### src/rtl/seq_det_pkg.sv
// Shared helpers for the serial pattern detectors: KMP transition/failure functions
// evaluated at elaboration, plus the prefix_len width helper.
package seq_det_pkg;

  localparam int MAX_PAT = 16;

  // Bit i of the pattern in arrival order (i = 0 is the first bit received).
  function automatic logic pat_bit(logic [MAX_PAT-1:0] pattern, int len, int i);
    return pattern[len-1-i];
  endfunction

  // Longest L <= k+1 such that the last L-1 accepted bits equal prefix(L-1) and bit L-1 == b.
  function automatic int kmp_next(logic [MAX_PAT-1:0] pattern, int len, int k, logic b);
    int   res;
    logic ok;
    res = 0;
    for (int l = MAX_PAT; l >= 1; l--) begin
      if (res == 0 && l <= k + 1 && l <= len) begin
        ok = (pat_bit(pattern, len, l - 1) == b);
        for (int j = 0; j < MAX_PAT - 1; j++)
          if (j < l - 1 && pat_bit(pattern, len, j) != pat_bit(pattern, len, k - (l - 1) + j))
            ok = 1'b0;
        if (ok) res = l;
      end
    end
    return res;
  endfunction

  // Longest proper prefix of the pattern that is also a suffix.
  function automatic int kmp_fail(logic [MAX_PAT-1:0] pattern, int len);
    int   res;
    logic ok;
    res = 0;
    for (int l = MAX_PAT - 1; l >= 1; l--) begin
      if (res == 0 && l < len) begin
        ok = 1'b1;
        for (int j = 0; j < MAX_PAT - 1; j++)
          if (j < l && pat_bit(pattern, len, j) != pat_bit(pattern, len, len - l + j))
            ok = 1'b0;
        if (ok) res = l;
      end
    end
    return res;
  endfunction

  function automatic int pl_w(int len);
    return $clog2(len + 1);
  endfunction

endpackage

### src/rtl/sat_counter.sv
// Saturating event counter with sticky saturation flag and synchronous clear.
module sat_counter #(
  parameter int CNT_W = 8
) (
  input  logic             clk,
  input  logic             rst,
  input  logic             clr,
  input  logic             inc,
  output logic [CNT_W-1:0] count,
  output logic             sat
);

  localparam logic [CNT_W-1:0] MAX  = '1;
  localparam logic [CNT_W-1:0] NEAR = MAX - CNT_W'(1);

  always_ff @(posedge clk or posedge rst) begin
    if (rst) begin
      count <= '0;
      sat   <= 1'b0;
    end else if (clr) begin
      count <= '0;
      sat   <= 1'b0;
    end else if (inc && count != MAX) begin
      count <= count + CNT_W'(1);
      if (count == NEAR) sat <= 1'b1;
    end
  end

endmodule

### src/rtl/seq_detect_param.sv
// Parametrised serial pattern detector: KMP automaton with a table built at elaboration,
// registered one-cycle match pulse and saturating match counter.
module seq_detect_param
  import seq_det_pkg::*;
#(
  parameter int                  PAT_LEN = 4,
  parameter logic [PAT_LEN-1:0]  PATTERN = 4'b1101,
  parameter int                  OVERLAP = 1,
  parameter int                  CNT_W   = 8
) (
  input  logic                        clk,
  input  logic                        rst,
  input  logic                        clr,
  input  logic                        in_valid,
  input  logic                        in_bit,
  output logic                        match,
  output logic [pl_w(PAT_LEN)-1:0]    prefix_len,
  output logic [CNT_W-1:0]            match_count,
  output logic                        count_sat
);

  localparam int                PW   = pl_w(PAT_LEN);
  localparam logic [MAX_PAT-1:0] PATX = MAX_PAT'(PATTERN);
  localparam logic [PW-1:0]     FAIL = PW'(kmp_fail(PATX, PAT_LEN));
  localparam logic [PW-1:0]     DONE = PW'(PAT_LEN);

  // One entry per state plus an unused top entry so prefix_len indexes the table at full width.
  logic [PAT_LEN:0][PW-1:0] tbl0, tbl1;
  logic [PW-1:0]            knext;
  logic                     hit;

  for (genvar k = 0; k < PAT_LEN; k++) begin : g_tbl
    localparam int N0 = kmp_next(PATX, PAT_LEN, k, 1'b0);
    localparam int N1 = kmp_next(PATX, PAT_LEN, k, 1'b1);
    assign tbl0[k] = PW'(N0);
    assign tbl1[k] = PW'(N1);
  end
  assign tbl0[PAT_LEN] = '0;
  assign tbl1[PAT_LEN] = '0;

  assign knext = in_bit ? tbl1[prefix_len] : tbl0[prefix_len];
  assign hit   = in_valid && !clr && (knext == DONE);

  always_ff @(posedge clk or posedge rst) begin
    if (rst) begin
      prefix_len <= '0;
      match      <= 1'b0;
    end else if (clr) begin
      prefix_len <= '0;
      match      <= 1'b0;
    end else if (in_valid) begin
      match      <= hit;
      prefix_len <= hit ? ((OVERLAP != 0) ? FAIL : '0) : knext;
    end else begin
      match <= 1'b0;
    end
  end

  sat_counter #(.CNT_W(CNT_W)) u_cnt (
    .clk   (clk),
    .rst   (rst),
    .clr   (clr),
    .inc   (hit),
    .count (match_count),
    .sat   (count_sat)
  );

endmodule
### config.mk
export PLATFORM = sky130hd
export DESIGN_NAME = seq_detect_param
export DESIGN_NICKNAME = d
export VERILOG_FILES = /design/src/rtl/seq_det_pkg.sv /design/src/rtl/sat_counter.sv /design/src/rtl/seq_detect_param.sv
export SDC_FILE = /design/constraint.sdc
export NUM_CORES = 1
export LEC_CHECK = 0
export ABC_AREA = 1
export ABC_CLOCK_PERIOD_IN_PS = 2360
export BUFFER_PORTS_ARGS = -buffer_cell sky130_fd_sc_hd__buf_4
export CAP_MARGIN = 5
export CORE_MARGIN = 2
export CORE_UTILIZATION = 52
export DETAILED_ROUTE_END_ITERATION = 10
export GPL_TIMING_DRIVEN = 0
export PLACE_DENSITY_LB_ADDON = 0.08
export SETUP_SLACK_MARGIN = 0.2
export SLEW_MARGIN = 0
export SYNTH_ARGS = -nofsm -noshare
export SYNTH_HDL_FRONTEND = slang
export SYNTH_SLANG_ARGS = --single-unit
### constraint.sdc
create_clock -name clk -period 2.36 [get_ports clk]
set_input_delay 0.118 -clock clk [delete_from_list [all_inputs] [get_ports clk]]
set_output_delay 0.118 -clock clk [all_outputs]
set_load 0.01 [all_outputs]
## Yosys cells after proc, flatten, opt, wreduce, memory -nomap -nowiden

Memories as Yosys holds them, arrays and structs flattened.
Index checks and enable logic that the tools add are counted.

- Word-level logic and storage cells: 32
- Input bits: 5
- Memories: 2
- Bits in read-only memories: 48
- Register bits: 13

Memories:

| memory | depth | width | read ports | clocked after memory_dff | wr ports | RTL line | source |
|---|---|---|---|---|---|---|---|
| (no name shown) | 8 | 3 | 1 | 0 | 0 | seq_detect_param.sv:41 | `assign knext = in_bit ? tbl1[prefix_len] : tbl0[prefix_len];` |
| (no name shown) | 8 | 3 | 1 | 0 | 0 | seq_detect_param.sv:41 |  |

- Muxes and demuxes: 13
- Add/sub/neg operators: 1
- Reduce and logical (&&, ||, !) cells: 8
- $lt $le $gt $ge: 1
- Eq/ne operators: 3

Operator list:

| operator | number |
|---|---|
| two-way mux 3 bit | 6 |
| two-way mux 8 bit | 2 |
| adder 8 x 1 -> 8 bit (second input constant) | 1 |
| == test 8 bit (second input constant) | 1 |
| != test 8 bit (second input constant) | 1 |
| nonzero test 2 bit | 3 |
| two-way mux 1 bit | 5 |
| < comparator 3 x 4 -> 1 bit (second input constant) | 1 |
| == test 3 bit (second input constant) | 1 |
| logical AND 1 bit | 3 |
| AND reduction 2 bit | 1 |
| zero test 1 bit | 1 |

## Longest topological paths before layout

Gate-level depths: netlist (run 1).

- Depth in word-level cells: 8
- Mapped depth: 10

## By module

A second synthesis (run 1) with hierarchy kept.

- Cell total of the unflattened synthesis: 123
- Area total of the unflattened synthesis: 863.3 sq um

Modules (own cells, without submodules):

| module | times used | area an instance (sq um) | cells an instance |
|---|---|---|---|
| sat_counter | 1 | 569.3 | 81 |
| seq_detect_param | 1 | 294.0 | 42 |

## Worst setup path before layout (run 1)

No wires, ideal clock.

- Path kind: register -> register
- From: reg prefix_len[0]
- To: reg u_cnt.sat
- Cell stages (with the launch flop): 11
- Clock period less this slack: 1.534 ns
- Slack: 0.826 ns
- Data required time: 2.242 ns
- Arrival: 1.416 ns
- Setup time: 0.118 ns
- Cell sequence: dfrtp_1 -> inv_1 -> ha_1 -> nand3_1 -> nand2_1 -> nor2_4 -> nand3_4 -> nand2_4 -> nand2_2 -> nand2_1 -> nand2_1

- Word-level cells in the longest chain between the ends: 8
- Elaborated cells between the ends (all ways): 10
- Those cells by class: eq/ne: 1; mux: 3; reduce/logical: 4; memory: 2

RTL lines:

| element | RTL line | source |
|---|---|---|
| start: declaration | seq_detect_param.sv:17 | `output logic [pl_w(PAT_LEN)-1:0] prefix_len,` |
| start signal: assignment | seq_detect_param.sv:53 | `prefix_len <= hit ? ((OVERLAP != 0) ? FAIL : '0) : knext;` |
| memory read (8 x 3 bit) | -- |  |
| two-way mux 3 bit (not written as such) | seq_detect_param.sv:41 |  |
| two-way mux 3 bit (*) | seq_detect_param.sv:41 |  |
| == test 3 bit (*) | seq_detect_param.sv:42 | `assign hit = in_valid && !clr && (knext == DONE);` |
| logical AND 1 bit (*) | seq_detect_param.sv:42 |  |
| logical AND 1 bit (*) | sat_counter.sv:23 | `end else if (inc && count != MAX) begin` |
| nonzero test 2 bit (no source line) (*) | -- |  |
| AND reduction 2 bit (no source line) (*) | -- |  |
| end signal: assignment | sat_counter.sv:19 | `sat <= 1'b0;` |
| end signal: assignment | sat_counter.sv:22 | `sat <= 1'b0;` |
| end signal: assignment | sat_counter.sv:25 | `if (count == NEAR) sat <= 1'b1;` |
| end: declaration | sat_counter.sv:10 | `output logic sat` |

Mark *: on every way between the ends. The rest lies on a longest branch, timed or not. The select of a mux whose other input is x is not followed.
A chain may end at the register's enable or synchronous reset.

## Final worst setup path (run 1)

Same ends and word-level chain as after synthesis.

==> flow_metrics.env, run 1 <==
export IMPL_status="finished clean"
export IMPL_routed_wl_um=1630
export IMPL_worst_setup_path_type="reg2reg"
export IMPL_postCtsSetupRepairBufs=0
export IMPL_grt_usage_pct=19.8
export IMPL_max_slew_margin_pct=67.3
export IMPL_gp_congestion=0.802
export IMPL_drt_iter0_drc=12
export IMPL_dp_hpwl_um=1250
export IMPL_worst_slew_pin_slew_ps=490
export IMPL_reg2reg_slack_ps=710
export IMPL_synth_warnings=0
export IMPL_worstPathArrival_ps=1810
export IMPL_crit_path_start_kind="flip-flop"
export IMPL_drive_above_1_share_pct=21.9
export IMPL_syn_area_per_cell_um2=7.74
export IMPL_rows=14
export IMPL_holdWs_ps=146
export IMPL_synth_fp_nets=116
export IMPL_clk_path_buf_depth=2
export IMPL_combPwrFrac_pct=10.4
export IMPL_top_level_ports=18
export IMPL_fmax_mhz=607
export IMPL_cts_buffers=3
export IMPL_syn_inst=106
export IMPL_maxCapViolCount=0
export IMPL_min_period_over_period_pct=69.8
export IMPL_die_w_um=43.7
export IMPL_p_leak_uw=0.000521
export IMPL_final_max_slew_viol_count=0
export IMPL_worstReg2RegStart="prefix_len[0]$_DFFE_PP0P_"
export IMPL_post_cts_resized=0
export IMPL_syn_to_final_growth_pct=22.4
export IMPL_min_to="prefix_len[2]$_DFFE_PP0P_"
export IMPL_grt_pass1_vias=632
export IMPL_dp_cells=139
export IMPL_netlist_top_cell_by_area="dfrtp_1"
export IMPL_tns_ps=0
export IMPL_rsz0062_at_grt="no"
export IMPL_fin_nets=139
export IMPL_drcViolationCount=0
export IMPL_p_clk_share_pct=33.3
export IMPL_r2r_end="u_cnt.sat$_DFFE_PP0P_"
export IMPL_met3_usage_pct=4.58
export IMPL_antenna_found_initial=0
export IMPL_fin_cells=144
export IMPL_drt_first_pass_iters=7
export IMPL_pwr_share_seq_pct=56.3
export IMPL_grt_overflow=0
export IMPL_regArea_um2=325
export IMPL_p_sw_share_pct=24.1
export IMPL_worst_ep_required_time_ps=2520
export IMPL_grt_pass1_wl_um=2740
export IMPL_power_per_cell_area_nw_per_um2=399
export IMPL_cts_tree="built"
export IMPL_cts_sinks=13
export IMPL_grt_busiest_layer="met1"
export IMPL_power_switching_uw=96.6
export IMPL_skew_ps=2.16
export IMPL_fin_util_pct=67.5
export IMPL_fill_cells=132
export IMPL_ys_seq_area_share_pct=39.6
export IMPL_place_area_um2=968
export IMPL_min_path_type="in2reg"
export IMPL_clk_latency_ps=270
export IMPL_setup_viol=0
export IMPL_coreArea_um2=1490
export IMPL_min_from="in_valid"
export IMPL_internal_power_uw=305
export IMPL_crit_path_end_kind="flip-flop"
export IMPL_grt_max_degree=14
export IMPL_min_path_cells=4
export IMPL_worstRegToRegCells=10
export IMPL_syn_cell_area_um2=821
export IMPL_root_buffer="clkbuf_4"
export IMPL_met2_usage_pct=27.6
export IMPL_ant_nets=0
export IMPL_vias=742
export IMPL_synth_top_area_share_pct=39.6
export IMPL_finalCriticalPeriod_ps=1650
export IMPL_synth_distinct_cells=19
export IMPL_design_area_um2=1000
export IMPL_yosys_top_cells_area="dfrtp_1 (40%), nand2_1 (12%), nand3_1 (10%), ha_1 (7.6%), inv_1 (5.5%)"
export IMPL_port_buffers=17
export IMPL_die_y_um=43.7
export IMPL_cp_max_fo=8
export IMPL_ir_worst_vdd_mv=0.301
export IMPL_clkTransAtPathRegs_ps=70
export IMPL_hold_viol=0
export IMPL_antennaDiodeCount=0
export IMPL_htree_levels=1
export IMPL_multi_input_area_um2=443
export IMPL_wl_per_cell_um=11.3
export IMPL_vias_per_cell=5.15
export IMPL_met1_usage_pct=29.0
export IMPL_initial_core_util_pct=55.1
export IMPL_fp_dieArea_um2=1910
export IMPL_synth_seq_cells=13
worst max-delay path: stages, from the launching register on:
cell and delay (ps):
dfrtp_1 400, inv_1 80, ha_1 290, nand3_1 100, nand2_1 110, nor2_4 120
nand3_4 140, nand2_4 140, nand2_2 60, nand2_1 50, nand2_1 50
what timing repair did:
| item | CTS | global route |
|---|---|---|
| hold buffers | 1 | 0 |
| hold endpoints to repair | 13 | 0 |
| setup endpoints to repair | 0 | 0 |
final cells by class:
cell class              instances  area share [%]
repair buffers                 18            13.7
multi-input cells              79            44.1
clock buffers                   4            2.62
well taps                      16            1.99
inverters                      14            5.23
flip-flops and latches         13            32.4
cells in the mapped netlist, drive strengths merged:
cell type / number
nand2: 29
nand3: 18
dfrtp: 13
inv: 13
nor2: 13
o21ai: 6
ha: 5
xor2: 3
nand4: 2
a21oi: 1
clkinv: 1
o21bai: 1
xnor2: 1
worst max-delay path by stage:
stage / slack (ps) / endpoint / startpoint
after floorplan: 830 / u_cnt.sat$_DFFE_PP0P_ / prefix_len[0]$_DFFE_PP0P_
after global placement: 750 / u_cnt.sat$_DFFE_PP0P_ / prefix_len[0]$_DFFE_PP0P_
after detailed placement: 720 / u_cnt.sat$_DFFE_PP0P_ / prefix_len[0]$_DFFE_PP0P_
after CTS: 710 / u_cnt.sat$_DFFE_PP0P_ / prefix_len[0]$_DFFE_PP0P_
after global routing: 540 / u_cnt.sat$_DFFE_PP0P_ / prefix_len[0]$_DFFE_PP0P_
final: 710 / u_cnt.sat$_DFFE_PP0P_ / prefix_len[0]$_DFFE_PP0P_
power by group through the flow:
stage | Sequential (uW) | Clock (uW) | Combinational, uW
after floorplan | 231 | 0 | 23.8
after global placement | 231 | 0 | 40.0
after detailed placement | 231 | 0 | 40.6
after CTS | 226 | 141 | 42.0
after global routing | 227 | 148 | 47.7
final | 226 | 134 | 41.5
layout by cell type (no fill, tap or decap), types with 2 or more instances in the layout:
master	instances
nand2_1	26
nand3_1	17
buf_4	17
dfrtp_1	13
inv_1	12
nor2_1	10
o21ai_0	6
ha_1	5
xor2_1	3
clkbuf_4	3
nor2_4	2
nand2_2	2
nand4_1	2
logic make-up after synthesis:
family                     synth area share, %
AOI/OAI and AO/OA                         5.18
buffers and inverters                     6.40
and+or+nand+nor                           36.9
DFF                                       39.6
xor gates and xnor gates                  4.27
adders and majority gates                 7.62
flip-flops by register name (all words and copies together), names as in the netlist:
register	cells
match	1
u_cnt.count	8
u_cnt.sat	1
prefix_len	3
per-layer routing:
metal	share of wire, %	vias to the layer above
met3	4.9	4
met5	0	-
met4	1.2	0
met2	43	14
met1	51	336
li1	-	388
stage by stage:
step	power (uW)	setup slack [ps]
2_1_floorplan	255	826
3_3_place_gp	271	753
3_5_place_dp	271	722
4_1_cts	409	708
5_1_grt	422	538
6_report	401	714
No activity file was read; power rests on OpenSTA's default activity.
==> run 2: changes to the inputs <==
--- a/config.mk
+++ b/config.mk
@@ -6,11 +6,11 @@
 export NUM_CORES = 1
 export LEC_CHECK = 0
 export ABC_AREA = 1
-export ABC_CLOCK_PERIOD_IN_PS = 2360
+export ABC_CLOCK_PERIOD_IN_PS = 1400
 export BUFFER_PORTS_ARGS = -buffer_cell sky130_fd_sc_hd__buf_4
 export CAP_MARGIN = 5
 export CORE_MARGIN = 2
-export CORE_UTILIZATION = 52
+export CORE_UTILIZATION = 47
 export DETAILED_ROUTE_END_ITERATION = 10
 export GPL_TIMING_DRIVEN = 0
 export PLACE_DENSITY_LB_ADDON = 0.08
==> constraint.sdc (replaced) <==
create_clock -name clk -period 1.4 [get_ports clk]
set_input_delay 0.07 -clock clk [delete_from_list [all_inputs] [get_ports clk]]
set_output_delay 0.07 -clock clk [all_outputs]
set_load 0.01 [all_outputs]
==> run 2 against run 1 <==
Effect of this change: the run now ends with negative setup slack left; total power up 81%; critical path depth unchanged; design area up 19%; via count up 7.4%.
==> flow_metrics.env, run 2 (synthesis results as in run 1) <==
export IMPL_fmax_mhz=650
export IMPL_largest_register="u_cnt.count"
export IMPL_top_layer="met4"
export IMPL_worst_ep_required_time_ps=1580
export IMPL_cp_max_fo=8
export IMPL_skew_ps=0.634
export IMPL_maxCapViolCount=0
export IMPL_path_cells="inv_2, ha_4, nand3_4, nand2_4, nor2_4, nand3_4, nand2_4, nand2_2, nand2_1, nand2_1"
export IMPL_grt_max_degree=14
export IMPL_crit_path_start_kind="flip-flop"
export IMPL_power_per_cell_area_nw_per_um2=609
export IMPL_drt_first_pass_iters=4
export IMPL_root_buffer="clkbuf_4"
export IMPL_setup_viol=10
export IMPL_fin_nets=153
export IMPL_wl_met3_um=74
export IMPL_rows=15
export IMPL_antennaDiodeCount=0
export IMPL_clk_path_buf_depth=2
export IMPL_grt_usage_pct=21.8
export IMPL_finalPower_uw=727
export IMPL_ir_worst_vdd_mv=0.489
export IMPL_top_regs="u_cnt.count x8, prefix_len x3"
export IMPL_drt_iter0_drc=5
export IMPL_rsz0062_at_grt="yes"
export IMPL_routed_wl_um=2050
export IMPL_failed_checks="negative setup slack"
export IMPL_critPathTopFamily="simple AND/OR/NAND/NOR gates"
export IMPL_clk_latency_ps=280
export IMPL_place_area_um2=977
export IMPL_wl_met1_um=874
export IMPL_grt_pass1_vias=733
export IMPL_wl_per_cell_um=12.9
export IMPL_worst_slew_pin_slew_ps=510
export IMPL_htree_levels=1
export IMPL_fin_ws_ps=-138
export IMPL_worst_path_max_delay_cell="dfrtp_1"
export IMPL_grt_overflow=0
export IMPL_gp_congestion=0.822
export IMPL_final_max_slew_viol_count=0
export IMPL_design_area_um2=1190
export IMPL_cts_tree="built"
export IMPL_layout_common_cells="buf_4 (29), nand2_1 (24), nand3_1 (14)"
export IMPL_cts_buffers=3
export IMPL_drcViolationCount=0
export IMPL_syn_to_final_growth_pct=45.4
export IMPL_min_period_over_period_pct=110
export IMPL_antenna_found_initial=0
export IMPL_dp_hpwl_um=1290
export IMPL_fin_util_pct=70.7
export IMPL_fp_dieArea_um2=2100
export IMPL_initial_core_util_pct=48.6
export IMPL_p_leak_uw=0.000607
export IMPL_crit_path_end_kind="flip-flop"
export IMPL_finalCriticalPeriod_ps=1540
export IMPL_coreArea_um2=1690
export IMPL_vias=797
export IMPL_status="finished with violations"
export IMPL_largest_reg_flops=8
export IMPL_cts_sinks=13
export IMPL_pre_cts_slack_ps=-205
export IMPL_clkTransAtPathRegs_ps=90
export IMPL_worstPathArrival_ps=1710
export IMPL_die_y_um=45.8
export IMPL_min_path_type="in2reg"
export IMPL_path_buf_inv=1
export IMPL_worst_setup_path_type="reg2reg"
export IMPL_final_common_cell="buf_4"
export IMPL_port_buffers=17
export IMPL_die_w_um=45.8
export IMPL_fill_cells=127
export IMPL_top_level_ports=18
export IMPL_max_slew_margin_pct=66.0
export IMPL_wl_met2_um=1080
export IMPL_ant_nets=0
export IMPL_crit_path_max_incr_delay_ps=430
export IMPL_hold_viol=0
export IMPL_drive_above_1_share_pct=38.7
export IMPL_grt_pass1_wl_um=3180
export IMPL_vias_per_cell=5.01
## run 2: cell types whose count changed in the layout (fill, tap and decap cells not counted), sizes merged
cell | previous run | this run
buf | 17 | 31
## run 2: worst register-to-register path, cell delays in order (launching register included)
cell and delay (ps):
dfrtp_1 430, inv_2 80, ha_4 240, nand3_4 80
nand2_4 60, nor2_4 130, nand3_4 130, nand2_4 150
nand2_2 50, nand2_1 50, nand2_1 50
## run 2: metrics by stage
step / hold WS, ps / TNS, ps / cells
2_1_floorplan: -53.0 / -530 / 106
3_3_place_gp: 140 / -1010 / 140
3_5_place_dp: 146 / -1190 / 140
4_1_cts: 90.7 / -435 / 153
5_1_grt: 105 / -2020 / 159
6_report: 100 / -975 / 159
## run 2: final cells by class
class	instances	area, um2	area share [%]
flip-flops and latches	13	325	27.3
repair buffers	32	250	21.0
well taps	17	21.3	1.78
clock buffers	4	26.3	2.20
inverters	14	52.6	4.40
multi-input cells	79	518	43.4
## run 2: path summary, 6_finish.rpt
kind	to	startpoint	slack, ps	cells after the start
max	u_cnt.sat$_DFFE_PP0P_	prefix_len[1]$_DFFE_PP0P_	-140	10
min	u_cnt.count[3]$_DFFE_PP0P_	clr	100	4
max reg2reg	u_cnt.sat$_DFFE_PP0P_	prefix_len[1]$_DFFE_PP0P_	-140	10
min reg2reg	u_cnt.sat$_DFFE_PP0P_	u_cnt.sat$_DFFE_PP0P_	480	2
max in group asynchronous	u_cnt.count[7]$_DFFE_PP0P_	rst	690	3
min in group asynchronous	u_cnt.count[6]$_DFFE_PP0P_	rst	370	3
## run 2: per-layer routing
layer | vias to the layer above | GRT usage, %
met5 | - | 0
met4 | 0 | 9.14
met3 | 2 | 4.76
met2 | 16 | 35.5
met1 | 368 | 27.8
li1 | 411 | -
## run 2: repair_timing
item / CTS / global route
hold buffers: 1 / 0
pin swaps: 7 / 8
endpoints found under the hold margin: 13 / 0
setup endpoints to repair: 11 / 12
gates resized for setup: 12 / 8
buffers inserted: 8 / 6
## run 2: power by group
| group | internal [uW] | total (uW) | switching [uW] |
|---|---|---|---|
| combinational | 36.7 | 94.5 | 57.8 |
| clock | 110 | 251 | 141 |
| sequential | 378 | 382 | 3.40 |
| total | 525 | 727 | 202 |
